## src/rtl/rgb_pkg.sv

```systemverilog
// Shared definitions for the RGB PWM controller: operating modes.
package rgb_pkg;

    // Operating modes, sampled by the controller at each PWM period boundary.
    typedef enum logic [1:0] {
        MODE_STATIC = 2'b00,
        MODE_BLINK  = 2'b01,
        MODE_FADE   = 2'b10,
        MODE_OFF    = 2'b11
    } mode_t;

endpackage

```

## src/rtl/pwm_channel.sv

```systemverilog
// One PWM channel: shadow target register, boundary-updated active duty
// (direct copy or single-step fade) and the counter comparator.
module pwm_channel
    import rgb_pkg::*;
#(
    parameter int W = 8
) (
    input  logic         clk,
    input  logic         rst_n,
    input  logic [W-1:0] cnt_i,
    input  logic         boundary_i,
    input  logic         load_i,
    input  logic [W-1:0] duty_i,
    input  mode_t        mode_i,
    output logic         raw_o,
    output logic         busy_o
);

    logic [W-1:0] target_q, target_d;
    logic [W-1:0] active_q, active_d;

    // Shadow register: last load wins until the next boundary consumes it.
    always_comb begin
        target_d = target_q;
        if (load_i) begin
            target_d = duty_i;
        end
    end

    // Active duty only changes at the period boundary, using the target held
    // before this edge, so a load on the boundary clock waits one more period.
    always_comb begin
        active_d = active_q;
        if (boundary_i) begin
            if (mode_i == MODE_FADE) begin
                if (active_q < target_q) begin
                    active_d = active_q + 1'b1;
                end else if (active_q > target_q) begin
                    active_d = active_q - 1'b1;
                end
            end else begin
                active_d = target_q;
            end
        end
    end

    // Target and active duty registers.
    always_ff @(posedge clk or negedge rst_n) begin
        if (!rst_n) begin
            target_q <= '0;
            active_q <= '0;
        end else begin
            target_q <= target_d;
            active_q <= active_d;
        end
    end

    assign raw_o  = (cnt_i < active_q);
    assign busy_o = (active_q != target_q);

endmodule

```

## src/rtl/rgb_pwm_ctrl.sv

```systemverilog
// Multi-channel PWM controller for RGB LEDs: prescaler, shared period counter,
// per-channel duty logic, blink/off gating and registered outputs.
module rgb_pwm_ctrl
    import rgb_pkg::*;
#(
    parameter int CH       = 3,
    parameter int W        = 8,
    parameter int PRESCALE = 4,
    parameter int BLINK_P  = 4
) (
    input  logic            clk,
    input  logic            rst_n,
    input  logic [CH*W-1:0] duty_in,
    input  logic            load,
    input  logic [1:0]      mode,
    output logic [CH-1:0]   pwm_out,
    output logic            period_tick,
    output logic            busy
);

    localparam int PW = (PRESCALE > 1) ? $clog2(PRESCALE) : 1;
    localparam int BW = (BLINK_P > 0) ? BLINK_P : 1;
    localparam logic [PW-1:0] PSC_LAST = PW'(PRESCALE - 1);
    localparam logic [BW-1:0] BLK_LAST = BW'((1 << BLINK_P) - 1);

    logic [PW-1:0] psc_q, psc_d;
    logic [W-1:0]  cnt_q, cnt_d;
    mode_t         mode_q, mode_d;
    logic [BW-1:0] blk_q, blk_d;
    logic          phase_q, phase_d;
    logic [CH-1:0] pwm_q, pwm_d;
    logic          tick_q, tick_d;

    mode_t         mode_in;
    logic          tick;
    logic          boundary;
    logic          gate;
    logic [CH-1:0] raw;
    logic [CH-1:0] busy_vec;

    assign mode_in  = mode_t'(mode);
    assign tick     = (psc_q == PSC_LAST);
    assign boundary = tick && (cnt_q == '1);

    // Channels see the incoming mode; they only act on it at the boundary,
    // which is exactly when that mode is latched for the new period.
    for (genvar i = 0; i < CH; i++) begin : g_ch
        pwm_channel #(
            .W(W)
        ) u_ch (
            .clk       (clk),
            .rst_n     (rst_n),
            .cnt_i     (cnt_q),
            .boundary_i(boundary),
            .load_i    (load),
            .duty_i    (duty_in[i*W +: W]),
            .mode_i    (mode_in),
            .raw_o     (raw[i]),
            .busy_o    (busy_vec[i])
        );
    end

    // Prescaler, period counter, mode latch and blink phase next state.
    always_comb begin
        psc_d   = tick ? '0 : psc_q + 1'b1;
        cnt_d   = tick ? cnt_q + 1'b1 : cnt_q;
        mode_d  = boundary ? mode_in : mode_q;
        blk_d   = blk_q;
        phase_d = phase_q;
        if (boundary && (mode_in == MODE_BLINK)) begin
            if (mode_q != MODE_BLINK) begin
                blk_d   = '0;
                phase_d = 1'b1;
            end else if (blk_q == BLK_LAST) begin
                blk_d   = '0;
                phase_d = ~phase_q;
            end else begin
                blk_d = blk_q + 1'b1;
            end
        end
    end

    // Output gating: off forces low, blink masks with the phase bit.
    always_comb begin
        gate   = (mode_q != MODE_OFF) && ((mode_q != MODE_BLINK) || phase_q);
        pwm_d  = raw & {CH{gate}};
        tick_d = boundary;
    end

    // Timebase, mode and output registers.
    always_ff @(posedge clk or negedge rst_n) begin
        if (!rst_n) begin
            psc_q   <= '0;
            cnt_q   <= '0;
            mode_q  <= MODE_STATIC;
            blk_q   <= '0;
            phase_q <= 1'b1;
            pwm_q   <= '0;
            tick_q  <= 1'b0;
        end else begin
            psc_q   <= psc_d;
            cnt_q   <= cnt_d;
            mode_q  <= mode_d;
            blk_q   <= blk_d;
            phase_q <= phase_d;
            pwm_q   <= pwm_d;
            tick_q  <= tick_d;
        end
    end

    assign pwm_out     = pwm_q;
    assign period_tick = tick_q;
    assign busy        = |busy_vec;

endmodule

```

## config.mk

```make
export PLATFORM = sky130hd
export DESIGN_NAME = rgb_pwm_ctrl
export DESIGN_NICKNAME = d
export VERILOG_FILES = /design/src/rtl/rgb_pkg.sv /design/src/rtl/pwm_channel.sv /design/src/rtl/rgb_pwm_ctrl.sv
export SDC_FILE = /design/constraint.sdc
export NUM_CORES = 1
export LEC_CHECK = 0
export BUFFER_PORTS_ARGS = -buffer_cell sky130_fd_sc_hd__buf_2
export CORE_ASPECT_RATIO = 1.25
export CORE_MARGIN = 3
export CORE_UTILIZATION = 50
export DETAILED_ROUTE_END_ITERATION = 10
export PLACE_DENSITY = 0.69
export RECOVER_POWER = 100
export SETUP_SLACK_MARGIN = 0.3
export SYNTH_ARGS = -nofsm -noshare
export SYNTH_HDL_FRONTEND = slang
export SYNTH_SLANG_ARGS = --single-unit
```

## constraint.sdc

```tcl
create_clock -name clk -period 8.17 [get_ports clk]
set_input_delay 1.634 -clock clk [delete_from_list [all_inputs] [get_ports clk]]
set_output_delay 1.634 -clock clk [all_outputs]
set_load 0.01 [all_outputs]
```

-- Yosys cells after proc, flatten, opt, wreduce, memory -nomap -nowiden
Index checks and enable logic that the tools add are counted.
- register bits: 69
- latch bits: 0
- memory bits (writable): 0
- memory bits (read-only): 0
- word-level logic and storage cells: 70
- memories: 0
- add/subtract/negate cells: 9
- multipliers: 0
- divide/modulo/power cells: 0
- order comparisons: 9
- eq/ne operators: 13
- shift-type cells: 0
- multiplexer cells: 14
- bitwise operators: 2
- reduce and logical (&&, ||, !) cells: 10
- operators with widths (operator ; number):
    two-way mux 8 bit ; 9
    < comparator 8 bit ; 6
    adder 8 x 1 -> 8 bit (second input constant) ; 4
    > comparator 8 bit ; 3
    != test 8 bit ; 3
    subtractor 8 x 1 -> 8 bit (second input constant) ; 3
    == test 8 bit (second input constant) ; 1
    two-way mux 4 bit ; 2
    AND reduction 2 bit ; 4
    != test 3 x 1 -> 1 bit (second input constant) ; 2
    adder 4 x 1 -> 4 bit (second input constant) ; 1
    == test 2 bit (second input constant) ; 2
    == test 4 bit (second input constant) ; 1
    bitwise AND 3 bit ; 1
    logical AND 1 bit ; 3
    != test 3 bit (second input constant) ; 1
    OR reduction 3 bit ; 1
    adder 2 x 1 -> 2 bit (second input constant) ; 1
    == test 2 x 1 -> 1 bit (second input constant) ; 1
    two-way mux 1 bit ; 2
    two-way mux 2 bit ; 1
    != test 2 x 1 -> 1 bit (second input constant) ; 1
    != test 2 bit (second input constant) ; 1
    nonzero test 2 bit ; 1
    other kinds (2) ; 2

-- Logic depth before layout (Yosys ltp)
Gate-level depths: netlist (run 1).
- depth after elaboration: 4
- gate-level depth with buffers: 13
- mapped depth without buffers: 13

-- Cells and area by module
Synthesis (run 1) repeated with hierarchy kept, for this count alone.
- cells, all modules: 528
- area total of the unflattened synthesis: 4981.0 µm²
- modules (own cells, without submodules) (module ; times used ; cells each ; area an instance (µm²)):
    pwm_channel (g_ch[0].u_ch ...) ; 2 ; 150 ; 1358.8
    pwm_channel (g_ch[1].u_ch) ; 1 ; 150 ; 1342.5
    rgb_pwm_ctrl ; 1 ; 78 ; 920.9

-- Worst setup path after synthesis (run 1)
Ideal clock, no wire load.
- path type: reg-to-output
- from: register g_ch[2].u_ch.active_q[7]
- to: output port busy
- arrival: 1657 ps
- data required time: 6536 ps
- path slack: 4879 ps
- stages on the path, launching flop included: 5
- buffers on the path: 0
- cells stage by stage: dfrtp_1 -> ha_1 -> nand4_1 -> or2_2 -> or4_1
- longest elaborated chain between the ends: 2
- ends and longest elaborated chain (element ; RTL line ; text):
    start: declaration ; pwm_channel.sv:20 ; logic [W-1:0] active_q, active_d;
    start signal: assignment ; pwm_channel.sv:54 ; active_q <= active_d;
    != test 8 bit ; pwm_channel.sv:59 ; assign busy_o = (active_q != target_q);
    OR reduction 3 bit ; rgb_pwm_ctrl.sv:113 ; assign busy = |busy_vec;
    end: declaration ; rgb_pwm_ctrl.sv:18 ; output logic busy
Every way passes these cells.

==> Flow_metrics.wiki, run 1 <==
{| class="wikitable"
! Metric !! Value
|-
| Kind of critical path || primary input to asynchronous set/reset pin
|-
| Floorplan Core Area || 9270 µm²
|-
| Number of buffers inserted by port buffering || 33
|-
| Stage delay of the slowest cell on the critical path || 2620 ps
|-
| HPWL after detailed placement || 7270 µm
|-
| Number of buffer and inverter instances along the worst setup path || 2
|-
| Share of the yosys chip area belonging to registers || 35.8%
|-
| Maximum buffer depth of the clock tree || 2
|-
| Number of antenna cells inserted || 0
|-
| Yosys top cell area share || 35.3%
|-
| Average wire per cell in the routed design || 15.0 µm
|-
| Cell family contributing the most delay on the critical path || buffers and inverters
|-
| Worst reg-to-reg setup slack || 4640 ps
|-
| Initial Utilization || 52.0%
|-
| Power density of the placed cells || 169 nW/µm²
|-
| Via count || 3,723
|-
| Drt first pass iters || 4
|-
| CP Launch Type || primary input
|-
| Reg-to-reg startpoint || g_ch[1].u_ch.active_q[0]
|-
| Fill cell instance count of the final layout || 867
|-
| Via density per instance || 5.53
|-
| Count of routing violations after the opening detailed-route iteration || 133
|-
| Crit path max-delay cell type || clkbuf_1
|-
| First-pass GRT wire length || 17,400 µm
|-
| Violations in the final reports || capacitance limit, slew limit
|-
| Nets || 647
|-
| Syn Std Cell Area || 4820 µm²
|-
| Data required, critical path || 7740 ps
|-
| Post-synth top flop || dfrtp_1
|-
| Measured slew at the worst slew-check pin || 3760 ps
|-
| Pre-CTS setup slack || 4610 ps
|-
| Final TNS setup || 0 ps
|-
| Clock Tree Root || clkbuf_16
|-
| Vias in the first global route || 3,791
|-
| H-Tree Depth || 3
|-
| Most numerous cell types in the synthesized netlist || 69 x ha_1, 68 x dfrtp_1, 51 x inv_1, 51 x nand2_1, 42 x o21ai_0
|-
| Library cell with the highest instance count after synthesis || ha_1
|-
| Final worst-path setup slack || 3330 ps
|-
| Detailed-route DRC error count || 0
|-
| Post-Synthesis Net Count || 615
|-
| Critical Path Sink Type || asynchronous set/reset pin
|-
| Post-cts resize count || 0
|-
| Clock Latency Late Sink || 330 ps
|-
| Antenna-violating nets left || 0
|-
| Chip Width || 93.9 µm
|-
| Growth of design area from synthesis to finish || 10.6%
|-
| Status || complete, but fails checks
|-
| CTS clock-pin slew for the worst setup and hold paths || 50 ps
|-
| Total GRT Usage || 20.3%
|-
| Count of clock tree sinks || 69
|-
| Clock buffers created by TritonCTS || 9
|-
| Final-report setup violation count || 0
|-
| Cell variety after synth || 54
|-
| Top-level I/O count || 34
|-
| Worst path cell trace || buf_2 > clkbuf_1
|-
| Post-route minimum period || 4840 ps
|-
| Flop and latch count out of synthesis || 69
|-
| Count of flip-flops with a built-in enable after synthesis || 0
|-
| Unrepaired setup endpoints after global routing || no
|-
| Final hold vios || 0
|-
| Headroom to the max-slew limit || -151%
|-
| Path type of the worst min-delay path || register to register
|-
| Post-synth ARST share || 100%
|-
| Cell types occupying the most area after synthesis || dfrtp_1 35%, ha_1 18%, o21ai_0 4.4%
|-
| Source of the worst hold timing path || psc_q[0]
|-
| Post-route clock skew || 5.79 ps
|-
| Peak clock frequency supported by timing || 207 MHz
|-
| Weighted congestion at the end of routability-driven global placement || 0.803
|-
| Placement Rows || 39
|-
| Share of the clock period used by the worst path after layout || 59.2%
|-
| Final wirelength || 10,100 µm
|-
| Yosys warning count || 0
|-
| Count of maximum capacitance violations || 3
|-
| Biggest area consumer among synthesized cells || dfrtp_1
|-
| Number of pins with negative max-slew slack in the final report || 150
|-
| Overall overflow remaining after global route || 0
|-
| IR Drop Worst-Case VDD || 72.0 µV
|-
| Setup crit start || rst_n
|-
| Arrival time worst endpoint || 4420 ps
|-
| Fraction of final layout cells sized beyond drive strength 1 || 9.64%
|-
| Critical path peak fanout || 69
|-
| Overall die height || 116 µm
|-
| Post-Syn Area per Cell || 9.38 µm²
|-
| Cell count after synthesis || 514
|-
| Quantity of hold-fixing buffers added after cts || 0
|-
| Post-CTS setup buffer count || 0
|-
| Number of antenna violations at the first check in global routing || 0
|-
| DIE AREA || 10,900 µm²
|-
| Static leakage power || 2.60 nW
|-
| Pin count of the biggest net entering global routing || 70
|-
| TritonCTS clock tree || yes
|}
[cell families after synthesis]
family	count (synthesis)	share of synthesized area [%]
xor+xnor	22	3.99
buf+inv	67	5.63
fa+ha+maj	72	19.1
simple gates	136	14.2
flops	69	35.8
mux	11	2.52
compound gates	137	18.7
[power by group]
group	switching (mW)	internal (mW)	total, mW
Combinational	0.0808	0.0581	0.139
Clock	0.145	0.250	0.395
Sequential	0.00978	0.356	0.365
Total	0.236	0.664	0.899
[worst paths after layout]
path / cells past startpoint / end
min in group asynchronous: 2 / g_ch[0].u_ch.target_q[1]
setup reg to reg: 12 / g_ch[1].u_ch.active_q[7]
setup / recovery: 2 / g_ch[0].u_ch.target_q[5]
hold / removal: 1 / psc_q[0]
hold reg to reg: 1 / psc_q[0]
max in group clk: 7 / g_ch[2].u_ch.active_q[0]
[metrics by stage]
| step | instance area (µm²) | util, % | hold slack [ps] | cells | power (mW) |
|---|---|---|---|---|---|
| 2_1_floorplan | 4820 | - | 403 | 514 | 0.470 |
| 3_3_place_gp | 5090 | 54.9 | 414 | 658 | 0.506 |
| 3_5_place_dp | 5090 | 54.9 | 428 | 658 | 0.511 |
| 4_1_cts | 5390 | 58.2 | 435 | 673 | 0.911 |
| 5_1_grt | 5340 | 57.5 | 465 | 673 | 0.944 |
| 6_report | 5340 | 57.5 | 433 | 673 | 0.899 |
[metal layers]
metal | track usage, % | vias to the layer above | routed length (µm)
met5 | 0 | - | 0
met4 | 8.38 | 0 | 223
met3 | 4.03 | 16 | 241
met2 | 35.1 | 37 | 5120
met1 | 24.6 | 1775 | 4540
li1 | - | 1895 | -
[cell type report]
class,count,area (µm²),share of cell area [%]
Tap cell,123,154,2.88
Timing Repair Buffer,36,171,3.21
Sequential cell,69,1730,32.4
Multi-Input combinational cell,378,2790,52.2
Clock inverter,4,47.5,0.891
Inverter,52,195,3.66
Clock buffer,11,253,4.74
[flip-flops by register name, summed over array words and instances (netlist names)]
| name | flops |
|---|---|
| blk_q | 4 |
| cnt_q | 8 |
| g_ch.u_ch.active_q | 24 |
| g_ch.u_ch.target_q | 24 |
| mode_q | 2 |
| period_tick | 1 |
| phase_q | 1 |
| psc_q | 2 |
| pwm_out | 3 |
[layout by cell type, fill, tap and decap left out, types with 10 or more instances in the layout]
cell type / Yosys / final
o21ai_0: 42 / 43
ha_1: 69 / 69
nand2_1: 51 / 51
xor2_1: 10 / 10
buf_2: 4 / 26
dfrtp_1: 68 / 68
a21o_1: 16 / 16
o211ai_1: 11 / 11
nor2_1: 21 / 22
nand3_1: 17 / 18
xnor2_1: 12 / 12
a21oi_1: 20 / 22
inv_1: 51 / 52
[worst reg2reg max path: stages, from the launching register on]
cell and delay, ps:
dfrtp_1 430, inv_1 110, ha_1 200, and4b_1 230
a211oi_1 60, o211ai_1 770, ha_1 390, a21oi_1 180
o211ai_1 160, o41ai_1 360, xor2_1 220, a21boi_0 120
a2bb2oi_1 150
Power figures use the tool's default switching activity.
==> run 2: changes to the inputs <==
PLACE_DENSITY = 0.72   (was 0.69)
clock period = 4.3 ns   (was 8.17 ns; I/O delays follow)
==> Flow_metrics.wiki, run 2 (synthesized netlist as in run 1, its figures left out) <==
{| class="wikitable"
! Metric !! Value
|-
| Headroom to the max-slew limit || -14.5%
|-
| Arrival time worst endpoint || 3670 ps
|-
| Fraction of power consumed by the clock network || 47.4%
|-
| Number of buffers inserted by port buffering || 33
|-
| Post-route minimum period || 3510 ps
|-
| Worst path cell trace || inv_1 > ha_1 > and4b_1 > a211oi_1 > o211ai_1 > ha_1 > a21oi_1 > o211ai_1 > o41ai_1 > xor2_1 > a21boi_0 > a2bb2oi_1
|-
| Gate power share || 14.7%
|-
| Fill cell instance count of the final layout || 817
|-
| Detailed-route DRC error count || 0
|-
| Via count || 3,853
|-
| Final worst-path setup slack || 792 ps
|-
| Power Total || 1.83 mW
|-
| Post-cts resize count || 0
|-
| Violations in the final reports || capacitance limit, slew limit
|-
| Fraction of final layout cells sized beyond drive strength 1 || 10.2%
|-
| Pin count of the biggest net entering global routing || 46
|-
| Placement Rows || 39
|-
| Path type of the worst min-delay path || register to register
|-
| Average wire per cell in the routed design || 15.4 µm
|-
| Via density per instance || 5.72
|-
| Count of routing violations after the opening detailed-route iteration || 133
|-
| Crit path max-delay cell type || o211ai_1
|-
| Final wirelength || 10,400 µm
|-
| Unrepaired setup endpoints after global routing || no
|-
| Stage delay of the slowest cell on the critical path || 770 ps
|-
| TritonCTS clock tree || yes
|-
| DIE AREA || 10,900 µm²
|-
| Top-level I/O count || 34
|-
| Measured slew at the worst slew-check pin || 1720 ps
|-
| Most common cell after layout, fill and taps aside || ha_1
|-
| Overall die height || 116 µm
|-
| Critical Path Sink Type || register
|-
| Final TNS setup || 0 ps
|-
| Chip Width || 93.9 µm
|-
| Weighted congestion at the end of routability-driven global placement || 0.899
|-
| Power density of the placed cells || 339 nW/µm²
|-
| Clock buffers created by TritonCTS || 9
|-
| Maximum buffer depth of the clock tree || 2
|-
| Area of combinational cells with multiple inputs || 2790 µm²
|-
| H-Tree Depth || 3
|-
| Count of maximum capacitance violations || 2
|-
| Sequential Area || 1730 µm²
|-
| Initial Utilization || 52.0%
|-
| Peak clock frequency supported by timing || 285 MHz
|-
| Nets || 647
|-
| Kind of critical path || register to register
|-
| Number of antenna violations at the first check in global routing || 0
|-
| Count of clock tree sinks || 69
|-
| Growth of design area from synthesis to finish || 11.7%
|-
| Antenna-violating nets left || 0
|-
| CTS clock-pin slew for the worst setup and hold paths || 60 ps
|-
| HPWL after detailed placement || 7570 µm
|-
| Final-report setup violation count || 0
|-
| Registers with the most flip-flops || g_ch.u_ch.active_q x24, g_ch.u_ch.target_q x24, cnt_q x8
|-
| Post-CTS setup buffer count || 0
|-
| Floorplan Core Area || 9270 µm²
|-
| Overall overflow remaining after global route || 0
|-
| Data required, critical path || 4470 ps
|-
| First-pass GRT wire length || 17,800 µm
|-
| Number of pins with negative max-slew slack in the final report || 76
|-
| Fraction of power spent switching nets || 25.2%
|-
| Quantity of hold-fixing buffers added after cts || 0
|-
| Internal power component || 1.37 mW
|-
| Clock Latency Late Sink || 340 ps
|-
| Static leakage power || 2.63 nW
|-
| Share of the clock period used by the worst path after layout || 81.6%
|-
| Critical path peak fanout || 10
|-
| Vias in the first global route || 3,855
|-
| Net Sw Power || 0.460 mW
|-
| Status || complete, but fails checks
|-
| IR Drop Worst-Case VDD || 216 µV
|-
| Power share of the sequential group || 38.0%
|-
| Number of antenna cells inserted || 0
|-
| Pre-CTS setup slack || 814 ps
|-
| CP Launch Type || register
|-
| Drt first pass iters || 4
|-
| Clock Tree Root || clkbuf_16
|-
| Final hold vios || 0
|-
| Post-route clock skew || 6.63 ps
|-
| Most frequent cells in the layout || 69 x ha_1, 68 x dfrtp_1, 52 x inv_1, 51 x nand2_1, 44 x o21ai_0
|-
| Total GRT Usage || 20.9%
|}
[run 2: cell type report]
type                       count  area share, %
tap                          123           2.86
clock buffer                  10           4.43
sequential                    69           32.1
inverter                      52           3.62
timing repair buffer          36           3.27
clock inverter                 6           2.04
multi-input combinational    378           51.7
[run 2: metrics by stage]
stage / cells / area (µm²) / util [%] / hold WS (ps)
global route: 674 / 5390 / 58.1 / 466
detailed placement: 658 / 5090 / 54.9 / 420
floorplan: 514 / 4820 / - / 403
finish: 674 / 5390 / 58.1 / 431
global placement: 658 / 5090 / 54.9 / 414
CTS: 674 / 5440 / 58.7 / 429
[run 2: path summary, 6_finish.rpt]
kind | start | slack, ps | endpoint | cells past startpoint
worst max-delay path | g_ch[1].u_ch.active_q[0] | 790 | g_ch[1].u_ch.active_q[7] | 12
worst min-delay path | psc_q[0] | 430 | psc_q[0] | 1
worst max register to register | g_ch[1].u_ch.active_q[0] | 790 | g_ch[1].u_ch.active_q[7] | 12
worst min register to register | psc_q[0] | 430 | psc_q[0] | 1
max in group asynchronous | rst_n | 1630 | g_ch[2].u_ch.target_q[5] | 2
min in group asynchronous | rst_n | 910 | g_ch[0].u_ch.active_q[3] | 1
[run 2: critical path, delay by kind of cell, from the launching register on]
family / cells / cell delay (ps)
flip-flops: 1 / 440
XOR/XNOR: 1 / 210
AND/OR/NAND/NOR: 1 / 230
AO/OA/AOI/OAI: 7 / 1780
adder cells (fa/ha/maj): 2 / 580
buffers and inverters: 1 / 100
[run 2: routing by layer]
layer | wire length (µm) | vias up | global-route usage, % | share of wire (%)
met2 | 5230 | 75 | 35.7 | 50
met5 | 0 | - | 0 | 0
met3 | 362 | 24 | 2.86 | 3.5
met1 | 4450 | 1863 | 25.3 | 43
met4 | 370 | 0 | 11.5 | 3.6
li1 | - | 1891 | - | -
[run 2: power groups by stage]
stage	sequential [mW]	combinational, mW	clock, mW
4_1_cts	0.693	0.272	0.883
2_1_floorplan	0.700	0.194	0
3_3_place_gp	0.704	0.256	0
5_1_grt	0.696	0.309	0.903
6_report	0.693	0.268	0.865
3_5_place_dp	0.705	0.266	0
==> run 3: changes to the inputs <==
PLACE_DENSITY = 0.69   (was 0.72)
clock period = 3.3 ns   (was 4.3 ns; I/O delays follow)
==> Flow_metrics.wiki, run 3 (synthesized netlist as in run 1, its figures left out) <==
{| class="wikitable"
! Metric !! Value
|-
| Maximum buffer depth of the clock tree || 2
|-
| Antenna-violating nets left || 0
|-
| Stage delay of the slowest cell on the critical path || 390 ps
|-
| Detailed-route DRC error count || 0
|-
| Post-route clock skew || 7.26 ps
|-
| DIE AREA || 10,900 µm²
|-
| Final-report setup violation count || 0
|-
| First-pass GRT wire length || 18,800 µm
|-
| Static leakage power || 2.81 nW
|-
| Number of buffers inserted by port buffering || 33
|-
| Peak clock frequency supported by timing || 320 MHz
|-
| Initial Utilization || 52.0%
|-
| Growth of design area from synthesis to finish || 23.3%
|-
| Final worst-path setup slack || 174 ps
|-
| Via density per instance || 5.61
|-
| Worst slack on hold paths || 423 ps
|-
| Most prevalent standard cell on the critical path || o211ai_1
|-
| CP Launch Type || register
|-
| Pin count of the biggest net entering global routing || 70
|-
| Number of antenna violations at the first check in global routing || 0
|-
| Total GRT Usage || 21.9%
|-
| Post-route minimum period || 3130 ps
|-
| Power density of the placed cells || 420 nW/µm²
|-
| Pre-CTS setup slack || 28.7 ps
|-
| Worst path cell trace || ha_1 > and4b_1 > a211oi_1 > o211ai_1 > clkbuf_1 > buf_6 > ha_4 > nand3_1 > o211ai_1 > o41ai_2 > xor2_1 > a21boi_0 > a2bb2oi_1
|-
| Clock buffers created by TritonCTS || 9
|-
| Crit path max-delay cell type || dfrtp_1
|-
| Placement Rows || 39
|-
| Standard cell area after detailed placement || 5210 µm²
|-
| Most frequent cells in the layout || 62 x dfrtp_1, 53 x ha_1, 51 x nand2_1, 43 x inv_1, 41 x o21ai_0
|-
| H-Tree Depth || 3
|-
| Registers with the most flip-flops || g_ch.u_ch.active_q x24, g_ch.u_ch.target_q x24, cnt_q x8
|-
| Violations in the final reports || capacitance limit, slew limit
|-
| Status || complete, but fails checks
|-
| Number of pins with negative max-slew slack in the final report || 116
|-
| Critical path peak fanout || 4
|-
| Count of clock tree sinks || 69
|-
| Measured slew at the worst slew-check pin || 1800 ps
|-
| Gate power share || 18.4%
|-
| IR Drop Worst-Case VDD || 259 µV
|-
| Drt first pass iters || 4
|-
| Internal power component || 1.84 mW
|-
| Count of routing violations after the opening detailed-route iteration || 222
|-
| Floorplan Core Area || 9270 µm²
|-
| Share of the clock period used by the worst path after layout || 94.7%
|-
| Arrival time worst endpoint || 3380 ps
|-
| Filler-free cell count of the finished design || 716
|-
| Nets || 689
|-
| Weighted congestion at the end of routability-driven global placement || 0.846
|-
| Top-level I/O count || 34
|-
| Final wirelength || 12,000 µm
|-
| Kind of critical path || register to register
|-
| Clock Tree Root || clkbuf_16
|-
| Overall overflow remaining after global route || 0
|-
| Number of antenna cells inserted || 0
|-
| Fraction of final layout cells sized beyond drive strength 1 || 23.3%
|-
| Count of placed standard cells including taps || 669
|-
| Power Total || 2.50 mW
|-
| Vias in the first global route || 3,981
|-
| TritonCTS clock tree || yes
|-
| Fraction of power consumed by the clock network || 45.3%
|-
| Fraction of power spent switching nets || 26.5%
|-
| Summed area of non-filler cells in the final layout || 5950 µm²
|-
| CTS clock-pin slew for the worst setup and hold paths || 60 ps
|-
| Quantity of hold-fixing buffers added after cts || 0
|-
| Unrepaired setup endpoints after global routing || yes
|-
| Final core occ || 64.2%
|-
| Clock Latency Late Sink || 340 ps
|-
| Headroom to the max-slew limit || -20.0%
|-
| HPWL after detailed placement || 7750 µm
|-
| Chip Width || 93.9 µm
|-
| Average wire per cell in the routed design || 16.8 µm
|-
| Data required, critical path || 3560 ps
|-
| Overall die height || 116 µm
|-
| Net Sw Power || 0.662 mW
|-
| Final TNS setup || 0 ps
|-
| Critical Path Sink Type || register
|-
| Most common cell after layout, fill and taps aside || dfrtp_1
|-
| Via count || 4,017
|-
| Path type of the worst min-delay path || register to register
|-
| Power share of the sequential group || 36.2%
|-
| Count of maximum capacitance violations || 2
|-
| Final hold vios || 0
|}
[run 3: power by group through the flow]
| stage | combinational (mW) | sequential (mW) | clock [mW] |
|---|---|---|---|
| global route | 0.508 | 0.908 | 1.19 |
| global placement | 0.354 | 0.916 | 0 |
| floorplan | 0.257 | 0.912 | 0 |
| detailed placement | 0.367 | 0.917 | 0 |
| finish | 0.461 | 0.905 | 1.13 |
| CTS | 0.415 | 0.902 | 1.15 |
[run 3: what timing repair did]
| action | in CTS | in global routing |
|---|---|---|
| resized for setup | 22 | 28 |
| buffers inserted | 17 | 14 |
| setup endpoints to repair | 7 | 8 |
| pin swaps | 15 | 14 |
[run 3: routing by layer]
layer  GRT usage (%)  vias up  share of wire [%]
met3            2.86       28                3.4
met4            8.86        0                2.7
li1                -     1974                  -
met5               0        -                  0
met1            27.1     1941                 43
met2            38.5       74                 51
[run 3: final timing paths]
| kind | cells after the start | to | from | slack [ps] |
|---|---|---|---|---|
| max | 13 | g_ch[1].u_ch.active_q[7] | g_ch[1].u_ch.active_q[3] | 170 |
| max reg2reg | 13 | g_ch[1].u_ch.active_q[7] | g_ch[1].u_ch.active_q[3] | 170 |
| max in group asynchronous | 2 | g_ch[1].u_ch.active_q[5] | rst_n | 1240 |
| min | 1 | psc_q[0] | psc_q[0] | 420 |
| min reg2reg | 1 | psc_q[0] | psc_q[0] | 420 |
| min in group asynchronous | 2 | blk_q[1] | rst_n | 860 |
[run 3: critical path: cells and delay by family, from the launching register on]
kind | cells | cell delay, ps
xor+xnor | 1 | 160
simple gates | 2 | 280
fa+ha+maj | 2 | 590
flops | 1 | 390
compound gates | 6 | 1260
buf+inv | 2 | 350
[run 3: area by class of cell]
class                   count  area, µm²
clock buffers               9        225
clock inverters             7        121
fillers                   744       3320
inverters                  52        199
multi-input cells         378       3040
flip-flops and latches     69       1740
well taps                 123        154
repair buffers             78        475
